$ cat src/rtl/rob_superscalar.sv
// Circular reorder buffer that dispatches up to DISPATCH_W ops in order, marks completions from the CDB,
// retires up to RETIRE_W oldest done entries, and rolls the tail back on a branch squash.
module rob_superscalar #(
  parameter int ROB_DEPTH  = 32,
  parameter int DISPATCH_W = 2,
  parameter int RETIRE_W   = 2,
  parameter int CDB_W      = 2,
  parameter int PREG_W     = 6,
  parameter int AREG_W     = 5,
  parameter int PC_W       = 32,
  parameter int IDX_W      = $clog2(ROB_DEPTH)
) (
  input  logic                         clock,
  input  logic                         reset,
  input  logic [DISPATCH_W-1:0]        dispatch_valid,
  input  logic [DISPATCH_W*AREG_W-1:0] dispatch_areg,
  input  logic [DISPATCH_W*PREG_W-1:0] dispatch_T,
  input  logic [DISPATCH_W*PREG_W-1:0] dispatch_Told,
  input  logic [DISPATCH_W*PC_W-1:0]   dispatch_pc,
  output logic                         dispatch_accept,
  output logic [DISPATCH_W*IDX_W-1:0]  dispatch_idx,
  output logic [IDX_W:0]               free_slots,
  input  logic [CDB_W-1:0]             complete_valid,
  input  logic [CDB_W*IDX_W-1:0]       complete_idx,
  output logic [RETIRE_W-1:0]          retire_valid,
  output logic [RETIRE_W*AREG_W-1:0]   retire_areg,
  output logic [RETIRE_W*PREG_W-1:0]   retire_T,
  output logic [RETIRE_W-1:0]          retire_free_valid,
  output logic [RETIRE_W*PREG_W-1:0]   retire_Told,
  output logic [RETIRE_W*PC_W-1:0]     retire_pc,
  input  logic                         squash_valid,
  input  logic [IDX_W-1:0]             squash_idx,
  output logic [(1<<PREG_W)-1:0]       rollback_mask,
  output logic [IDX_W-1:0]             head,
  output logic [IDX_W:0]               count,
  output logic                         full,
  output logic                         empty
);
  localparam int CW = IDX_W + 1;

  logic [ROB_DEPTH-1:0] ent_valid;
  logic [ROB_DEPTH-1:0] ent_done;
  logic [AREG_W-1:0]    ent_areg [ROB_DEPTH];
  logic [PREG_W-1:0]    ent_t    [ROB_DEPTH];
  logic [PREG_W-1:0]    ent_told [ROB_DEPTH];
  logic [PC_W-1:0]      ent_pc   [ROB_DEPTH];

  logic [IDX_W-1:0]     tail;
  logic [CW-1:0]        disp_n;
  logic [CW-1:0]        ret_n;
  logic [IDX_W-1:0]     keep_span;
  logic [ROB_DEPTH-1:0] squashed;
  logic                 dispatch_go;
  logic                 ret_ok;

  assign free_slots  = CW'(ROB_DEPTH) - count;
  assign full        = (count == CW'(ROB_DEPTH));
  assign empty       = (count == '0);
  // Offset of the branch from head: entries at offsets above this are flushed.
  assign keep_span   = squash_idx - head;
  assign dispatch_go = (disp_n <= free_slots) && !squash_valid;
  assign dispatch_accept = dispatch_go;

  always_comb begin
    disp_n = '0;
    for (int k = 0; k < DISPATCH_W; k++) begin
      disp_n = disp_n + CW'(dispatch_valid[k]);
      dispatch_idx[k*IDX_W +: IDX_W] = tail + IDX_W'(k);
    end
  end

  // Retirement never reaches past the squashing branch, keeping the rollback count non-negative.
  always_comb begin
    ret_ok            = 1'b1;
    ret_n             = '0;
    retire_valid      = '0;
    retire_free_valid = '0;
    for (int k = 0; k < RETIRE_W; k++) begin
      ret_ok = ret_ok && ent_valid[head + IDX_W'(k)] && ent_done[head + IDX_W'(k)]
               && (!squash_valid || (IDX_W'(k) <= keep_span));
      retire_valid[k]      = ret_ok;
      retire_free_valid[k] = ret_ok && (ent_areg[head + IDX_W'(k)] != '0);
      ret_n                = ret_n + CW'(ret_ok);
      retire_areg[k*AREG_W +: AREG_W] = ent_areg[head + IDX_W'(k)];
      retire_T[k*PREG_W +: PREG_W]    = ent_t[head + IDX_W'(k)];
      retire_Told[k*PREG_W +: PREG_W] = ent_told[head + IDX_W'(k)];
      retire_pc[k*PC_W +: PC_W]       = ent_pc[head + IDX_W'(k)];
    end
  end

  always_comb begin
    squashed      = '0;
    rollback_mask = '0;
    for (int i = 0; i < ROB_DEPTH; i++) begin
      squashed[i] = squash_valid && ent_valid[i] && (IDX_W'(IDX_W'(i) - head) > keep_span);
      if (squashed[i] && (ent_areg[i] != '0)) begin
        rollback_mask[ent_t[i]] = 1'b1;
      end
    end
  end

  always_ff @(posedge clock) begin
    if (dispatch_go) begin
      for (int k = 0; k < DISPATCH_W; k++) begin
        if (dispatch_valid[k]) begin
          ent_areg[tail + IDX_W'(k)] <= dispatch_areg[k*AREG_W +: AREG_W];
          ent_t[tail + IDX_W'(k)]    <= dispatch_T[k*PREG_W +: PREG_W];
          ent_told[tail + IDX_W'(k)] <= dispatch_Told[k*PREG_W +: PREG_W];
          ent_pc[tail + IDX_W'(k)]   <= dispatch_pc[k*PC_W +: PC_W];
        end
      end
    end
  end

  always_ff @(posedge clock) begin
    if (reset) begin
      head      <= '0;
      tail      <= '0;
      count     <= '0;
      ent_valid <= '0;
      ent_done  <= '0;
    end else begin
      // Dispatch only ever writes free slots, so it cannot collide with retire or completion.
      if (dispatch_go) begin
        for (int k = 0; k < DISPATCH_W; k++) begin
          if (dispatch_valid[k]) begin
            ent_valid[tail + IDX_W'(k)] <= 1'b1;
            ent_done[tail + IDX_W'(k)]  <= 1'b0;
          end
        end
      end
      for (int c = 0; c < CDB_W; c++) begin
        if (complete_valid[c] && ent_valid[complete_idx[c*IDX_W +: IDX_W]]) begin
          ent_done[complete_idx[c*IDX_W +: IDX_W]] <= 1'b1;
        end
      end
      for (int k = 0; k < RETIRE_W; k++) begin
        if (retire_valid[k]) begin
          ent_valid[head + IDX_W'(k)] <= 1'b0;
          ent_done[head + IDX_W'(k)]  <= 1'b0;
        end
      end
      for (int i = 0; i < ROB_DEPTH; i++) begin
        if (squashed[i]) begin
          ent_valid[i] <= 1'b0;
          ent_done[i]  <= 1'b0;
        end
      end

      head <= head + IDX_W'(ret_n);
      if (squash_valid) begin
        tail  <= squash_idx + IDX_W'(1);
        count <= CW'(keep_span) + CW'(1) - ret_n;
      end else begin
        tail  <= tail + (dispatch_go ? IDX_W'(disp_n) : '0);
        count <= count + (dispatch_go ? disp_n : '0) - ret_n;
      end

      assert (count <= CW'(ROB_DEPTH));
      assert ((retire_valid & (retire_valid + RETIRE_W'(1))) == '0);
      assert ((dispatch_valid & (dispatch_valid + DISPATCH_W'(1))) == '0);
      assert (!squash_valid || ent_valid[squash_idx]);
    end
  end

endmodule

$ cat config.mk
export PLATFORM = sky130hd
export DESIGN_NAME = rob_superscalar
export DESIGN_NICKNAME = d
export VERILOG_FILES = /design/src/rtl/rob_superscalar.sv
export SDC_FILE = /design/constraint.sdc
export NUM_CORES = 2
export LEC_CHECK = 0
export CAP_MARGIN = 20
export CORE_MARGIN = 2
export CORE_UTILIZATION = 45
export DETAILED_ROUTE_END_ITERATION = 10
export HOLD_SLACK_MARGIN = 0.02
export PLACE_DENSITY_LB_ADDON = 0.12
export SYNTH_ARGS = -nofsm -noshare
export SYNTH_HDL_FRONTEND = slang
export SYNTH_SLANG_ARGS = --single-unit
$ cat constraint.sdc
create_clock -name clock -period 9.7 [get_ports clock]
set_input_delay 1.455 -clock clock [delete_from_list [all_inputs] [get_ports clock]]
set_output_delay 1.455 -clock clock [all_outputs]
set_load 0.005 [all_outputs]
==> summary by stage, run 1 <==
Synthesis
The most frequently used flop master after synthesis is sky130_fd_sc_hd__edfxtp_1. The cell accounting for the most synthesized area is sky130_fd_sc_hd__edfxtp_1. Synthesis produced a little under 10000 cells. The post-synthesis sequential area ratio is approximately 41%. For this run, the number of Yosys warnings is 0. The synthesized area is 119000 µm². Each instance of the synthesized netlist takes up on average roughly 12 µm². The share of flip-flops with an asynchronous set or reset after synthesis is 0%. Synthesis produced a netlist with a net count of approximately 9900. Summed over its instances, the top area cell type makes up 39.5% of the synthesized netlist area. The post-synthesis cell type count is about 110.

Yosys attributes the largest share of cell area to sky130_fd_sc_hd__edfxtp_1 (40%), sky130_fd_sc_hd__mux4_2 (19%), sky130_fd_sc_hd__mux2_2 (15%), sky130_fd_sc_hd__o22ai_1 (2.6%), sky130_fd_sc_hd__clkbuf_1 (2.4%). The number of enable-type register cells in the synthesized netlist is roughly 1600. The flip-flop and latch count after synthesis is around 1600.

Placement
The number of port buffers is 315. The estimated wirelength of the detail-placed design is approximately 660000 µm. After detailed placement, the total cell area comes to 134000 µm². The congestion estimate from routability-driven global placement came to roughly 1.2. The post-placement cell count is 13582.

The pre-CTS worst setup slack is -0.287 ns.

Status
The tool reported: "[ERROR GRT-0232] Routing congestion too high. Check the congestion heatmap in the GUI". The stage at which the run stopped is global routing (5_1_grt). The run stopped with a tool error.

Global routing
For this run the aggregate overflow at the end of global routing stands at approximately 270. The maximum number of pins on one net before global-route repair is between 150 and 200. The total routing usage reported by global routing is about four fifths.

Floorplan
The die is roughly 520 µm wide. Row generation in the floorplan step produced ~190 rows. between 300 and 400 I/O pins were placed. The initial cell density of the core is 45.3%. The die is around 520 µm tall.

Clock tree
The number of clock sinks seen by CTS is between 1500 and 2000. Post-CTS repair changed the size of 2 cells. The clock tree root buffer cell is sky130_fd_sc_hd__clkbuf_16. The H-tree was split into 4 levels.

The number of buffers added for setup after CTS is 0. The number of buffers added to fix hold violations after cts is 0. In this run the deepest clock path goes through 4 buffers. Buffers inserted during clock tree synthesis total around 180.
-- cells in the mapped netlist (all sizes together) (33+ instances only) --
library cell,count
a211oi,44
a21oi,176
a221oi,54
a22oi,67
a31oi,33
and2,39
and3,78
buf,260
clkbuf,776
dfxtp,80
edfxtp,1568
ha,116
inv,141
mux2,1571
mux4,981
nand2,750
nand2b,36
nand3,269
nand3b,71
nand4,81
nand4b,40
nor2,566
nor2b,72
nor3,225
nor3b,47
nor4,79
o211ai,51
o21ai,122
o221ai,102
o22a,45
o22ai,493
o32ai,35
or2,37
or3,61
or3b,38
or4,39
xnor2,35
-- metal layers --
layer | GRT overflow | GRT usage [%]
met4 | 121 | 73.9
met5 | 0 | 53.0
met3 | 18 | 68.6
met1 | 10 | 80.7
met2 | 116 | 90.5
-- kinds of logic after synthesis --
group,synth area share [%]
AO/OA/AOI/OAI,9.01
XOR/XNOR,0.462
adder cells (fa/ha/maj),1.34
buffers and inverters,3.89
flip-flops,40.9
multiplexers,33.5
AND/OR/NAND/NOR,10.9
-- stage by stage --
stage	setup TNS (ns)	utilization, %
after floorplan	0	-
after global placement	-0.822	50.9
after detailed placement	-0.287	51.0
after CTS	0	53.1
==> run 2, diff against run 1 <==
--- a/config.mk
+++ b/config.mk
@@ -7,10 +7,9 @@
 export LEC_CHECK = 0
 export CAP_MARGIN = 20
 export CORE_MARGIN = 2
-export CORE_UTILIZATION = 45
+export CORE_UTILIZATION = 30
 export DETAILED_ROUTE_END_ITERATION = 10
-export HOLD_SLACK_MARGIN = 0.02
-export PLACE_DENSITY_LB_ADDON = 0.12
+export PLACE_DENSITY_LB_ADDON = 0.15
 export SYNTH_ARGS = -nofsm -noshare
 export SYNTH_HDL_FRONTEND = slang
 export SYNTH_SLANG_ARGS = --single-unit
==> run 2 against run 1 <==
- the run now ends clean
- synthesized cell count unchanged
- synthesized area unchanged
==> summary by stage, run 2 <==
Status
Run status: completed (was aborted with a tool error).

Clock tree
The total of cells resized after clock tree synthesis is 4 (was 2). The insertion delay of the later-clocked pin in the worst-skew pair is about 0.90 ns. The buffer depth of the longest clock path is 4 (unchanged).

The number of buffers added to fix hold violations after cts came to 0 (unchanged). The number of H-tree branching levels came to 4 (unchanged). The number of clock sinks seen by CTS is 1648 (unchanged). The TritonCTS clock tree is built.

The TritonCTS buffer count is 197 (was 178). The number of buffers added for setup after CTS is 0 (unchanged). The clock tree root buffer cell is sky130_fd_sc_hd__clkbuf_16 (unchanged). The clock transition time at the flip-flop clock pins of the worst setup and hold paths is roughly 0.060 ns.

Finish
The post-route core utilization is 36.7%. The largest registers in the layout are ent_pc x1024, ent_t x192, ent_told x192. The count of cells in the finished layout, fillers not included, comes to ~16000. With fillers left out, the area of the finished cells amounts to about 150000 µm². The fraction of layout cells with a size suffix above 1 is 42.1%.

The most common library cell in the layout ignoring fill and taps is sky130_fd_sc_hd__mux2_2. In the final design database the tool counted 10694 nets. Counting flops per register, the top entry is ent_pc. In the layout the commonest cells are sky130_fd_sc_hd__mux2_2 (1571), sky130_fd_sc_hd__edfxtp_1 (1568), sky130_fd_sc_hd__buf_4 (1069). The relative area change from synthesis to final layout is 21.9%. The flip-flop count of the largest register after layout is around 1000.

Drt
Once detail routing completed, the nets flagged for antenna violations numbered 0. The detailed router placed 112149 vias in this run. For this block, the initial DRC count from the detailed router was around 18000. Before antenna repair, the detailed router went through 7 iterations. For this run, design rule violations remaining after detail routing come to 0. The final routed wirelength across all metal layers is about 930000 µm. The average vias per placed instance is around 7.

The final routed wire length divided by cell count is between 50 and 60 µm.

Setup path
Counting stages on the worst path, the most repeated cell is sky130_fd_sc_hd__buf_4. STA classifies the critical path startpoint as an input port. The classification of the worst setup path is in2out. Data on the critical path arrives at its endpoint at around 8.2 ns. The source of the worst register-to-register timing path is head[1]$_SDFF_PP0_. The worst register-to-register path has a depth of 19. For this run, the slowest stage of the critical path takes 0.56 ns. The cell type of the slowest stage on the worst timing path is sky130_fd_sc_hd__o311a_1. For the worst setup path, the data required time is 8.25 ns. The worst register-to-register path ends at count[5]$_SDFF_PP0_. The maximum fanout along the worst path is 18. The capturing element type of the critical path is an output port. The worst-case register-to-register setup slack is ~3.1 ns.

Placement
The routability-driven placement congestion ratio is 1.17 (was 1.22). The estimated wirelength of the detail-placed design is 687000 µm (was 661000 µm). The post-placement cell count came to 15439 (was 13582). The cell area after placement came to 137000 µm² (was 134000 µm²). The number of port buffers is 315 (unchanged).

Power and ir drop
The worst-case vdd ir drop is roughly 0.18 mV. Summing internal, switching and leakage power gives between 15 and 20 mW. The cell leakage power is roughly 46 nW. The total power per unit cell area is 119 nW/µm².

STA
The worst hold slack across all endpoints is 0.571 ns. Setup violations remaining at the end of the flow were counted as 0. The clock period could shrink to roughly 9.7 ns. At the pin with the least slew margin, the transition time is ~1.4 ns.

The final number of hold-violating endpoints is 0. Setup repair after global routing left no endpoint under its margin. The worst path uses ~100% of the clock period. The highest achievable clock rate is approximately 0.10 GHz.

The maximum clock skew at final layout is ~0.064 ns. In this run the tightest slew margin relative to its limit is 4.03%. The number of max-slew violations in the final report was 0.

Hold path
The kind of path behind the tightest hold check is reg2reg. The number of instances on the worst hold path is 2. The worst hold path terminates at ent_valid[17]$_SDFF_PP0_. In this run the most critical hold path is launched from ent_valid[17]$_SDFF_PP0_.

Synthesis
The count of warnings emitted by yosys is 0 (unchanged). Leading post-synthesis cells by cell area: sky130_fd_sc_hd__edfxtp_1 (40%), sky130_fd_sc_hd__mux4_2 (19%), sky130_fd_sc_hd__mux2_2 (15%), sky130_fd_sc_hd__o22ai_1 (2.6%), sky130_fd_sc_hd__clkbuf_1 (2.4%) (unchanged). The post-synthesis cell type count came to 107 (unchanged). The most frequently used cell type in the post-synthesis netlist is sky130_fd_sc_hd__mux2_2 (unchanged).

The share of flip-flops with an asynchronous set or reset after synthesis is 0% (unchanged). Most common library cells after synthesis: sky130_fd_sc_hd__mux2_2 (1571), sky130_fd_sc_hd__edfxtp_1 (1568), sky130_fd_sc_hd__mux4_2 (981), sky130_fd_sc_hd__clkbuf_1 (776), sky130_fd_sc_hd__nand2_1 (749) (unchanged). The synthesized area is 119000 µm² (unchanged). The most frequently used flop master after synthesis is sky130_fd_sc_hd__edfxtp_1 (unchanged). The count of mapped cells out of synthesis was 9679 (unchanged). The mean instance size in the synthesized netlist was 12.3 µm² (unchanged). The number of nets produced by synthesis came to 9921 (unchanged). The flip-flop and latch count after synthesis was 1648 (unchanged).

The post-synthesis sequential area ratio is 40.9% (unchanged). The cell accounting for the most synthesized area is sky130_fd_sc_hd__edfxtp_1 (unchanged). The number of enable-type register cells in the synthesized netlist is 1568 (unchanged). The area share of the largest cell type after synthesis is 39.5% (unchanged).

Global routing
The total routing usage reported by global routing is 45.3%. The via count of the first global-routing pass came to ~100k. Entering global routing, the biggest net connects between 100 and 150 pins. The number of antenna violations at the first check in global routing is between 150 and 200. For this run the aggregate overflow at the end of global routing stands at 0. The wire length of the first global-routing pass is 1170000 µm.

Floorplan
The initial cell density of the core is 30.1% (was 45.3%). The row count is 231 (was 188). The placeable core region is slightly below 400000 µm². The horizontal die dimension came to 634 µm (was 519 µm). The die area is about 400000 µm². The count of pins on the block boundary is 316 (unchanged). The y dimension of the die is 634 µm (was 519 µm).

Flow run
Max-cap violations in this run came to 0.
## run 2: worst max path at each step
stage | startpoint | slack, ns | end | cells past startpoint
floorplan | head[2]$_SDFF_PP0_ | 1.17 | rollback_mask[8] | 24
global placement | squash_idx[0] | -1.30 | rollback_mask[45] | 29
detailed placement | squash_idx[0] | -0.11 | rollback_mask[16] | 27
CTS | squash_idx[0] | 0.02 | rollback_mask[41] | 27
global route | squash_idx[0] | 0.002 | rollback_mask[45] | 30
finish | squash_idx[0] | 0.03 | rollback_mask[10] | 27
## run 2: worst max-delay path: cells and delay by family
kind	cells	cell delay [ns]
xor gates and xnor gates	1	0.10
buffers and inverters	10	2.32
and+or+nand+nor	8	1.90
adders and majority gates	3	0.96
AOI/OAI and AO/OA	5	1.43
## run 2: power by group
group / internal, mW / switching [mW]
Combinational: 0.746 / 1.11
Sequential: 7.90 / 0.0962
Clock: 4.21 / 3.23
## run 2: per-layer routing
layer	track usage, %	up-vias	part of all wire, %
met1	56.1	59862	38
met3	13.5	2192	10
met4	33.1	62	8.7
li1	-	40812	-
met2	66.9	9221	43
met5	0.278	-	0.044
## run 2: layout make-up
| cell class | count | area, µm² |
|---|---|---|
| tap | 5242 | 6560 |
| clock buffer | 246 | 5180 |
| fill | 38449 | 250000 |
| inverter | 142 | 556 |
| antenna | 171 | 428 |
| clock inverter | 112 | 1060 |
| timing repair buffer | 1610 | 15600 |
| sequential | 1648 | 48700 |
| multi-input combinational | 6853 | 67200 |
## run 2: logic make-up (layout without fill, tap and decap cells)
logic type,after synthesis,in the layout,synth area share (%)
adder cells (fa/ha/maj),124,124,1.34
AO/OA/AOI/OAI,1516,1516,9.01
multiplexers,2569,2569,33.5
flip-flops,1648,1648,40.9
buffers and inverters,1178,2110,3.89
AND/OR/NAND/NOR,2589,2589,10.9
XOR/XNOR,55,55,0.462
other,0,171,0
## run 2: metrics by stage
stage | worst slack, ns | setup TNS (ns)
global route | 0.00191 | 0
CTS | 0.0223 | 0
finish | 0.0256 | 0
global placement | -1.30 | -5.15
floorplan | 1.17 | 0
detailed placement | -0.108 | -0.339
Note: power is estimated with default switching activity, not from simulation.
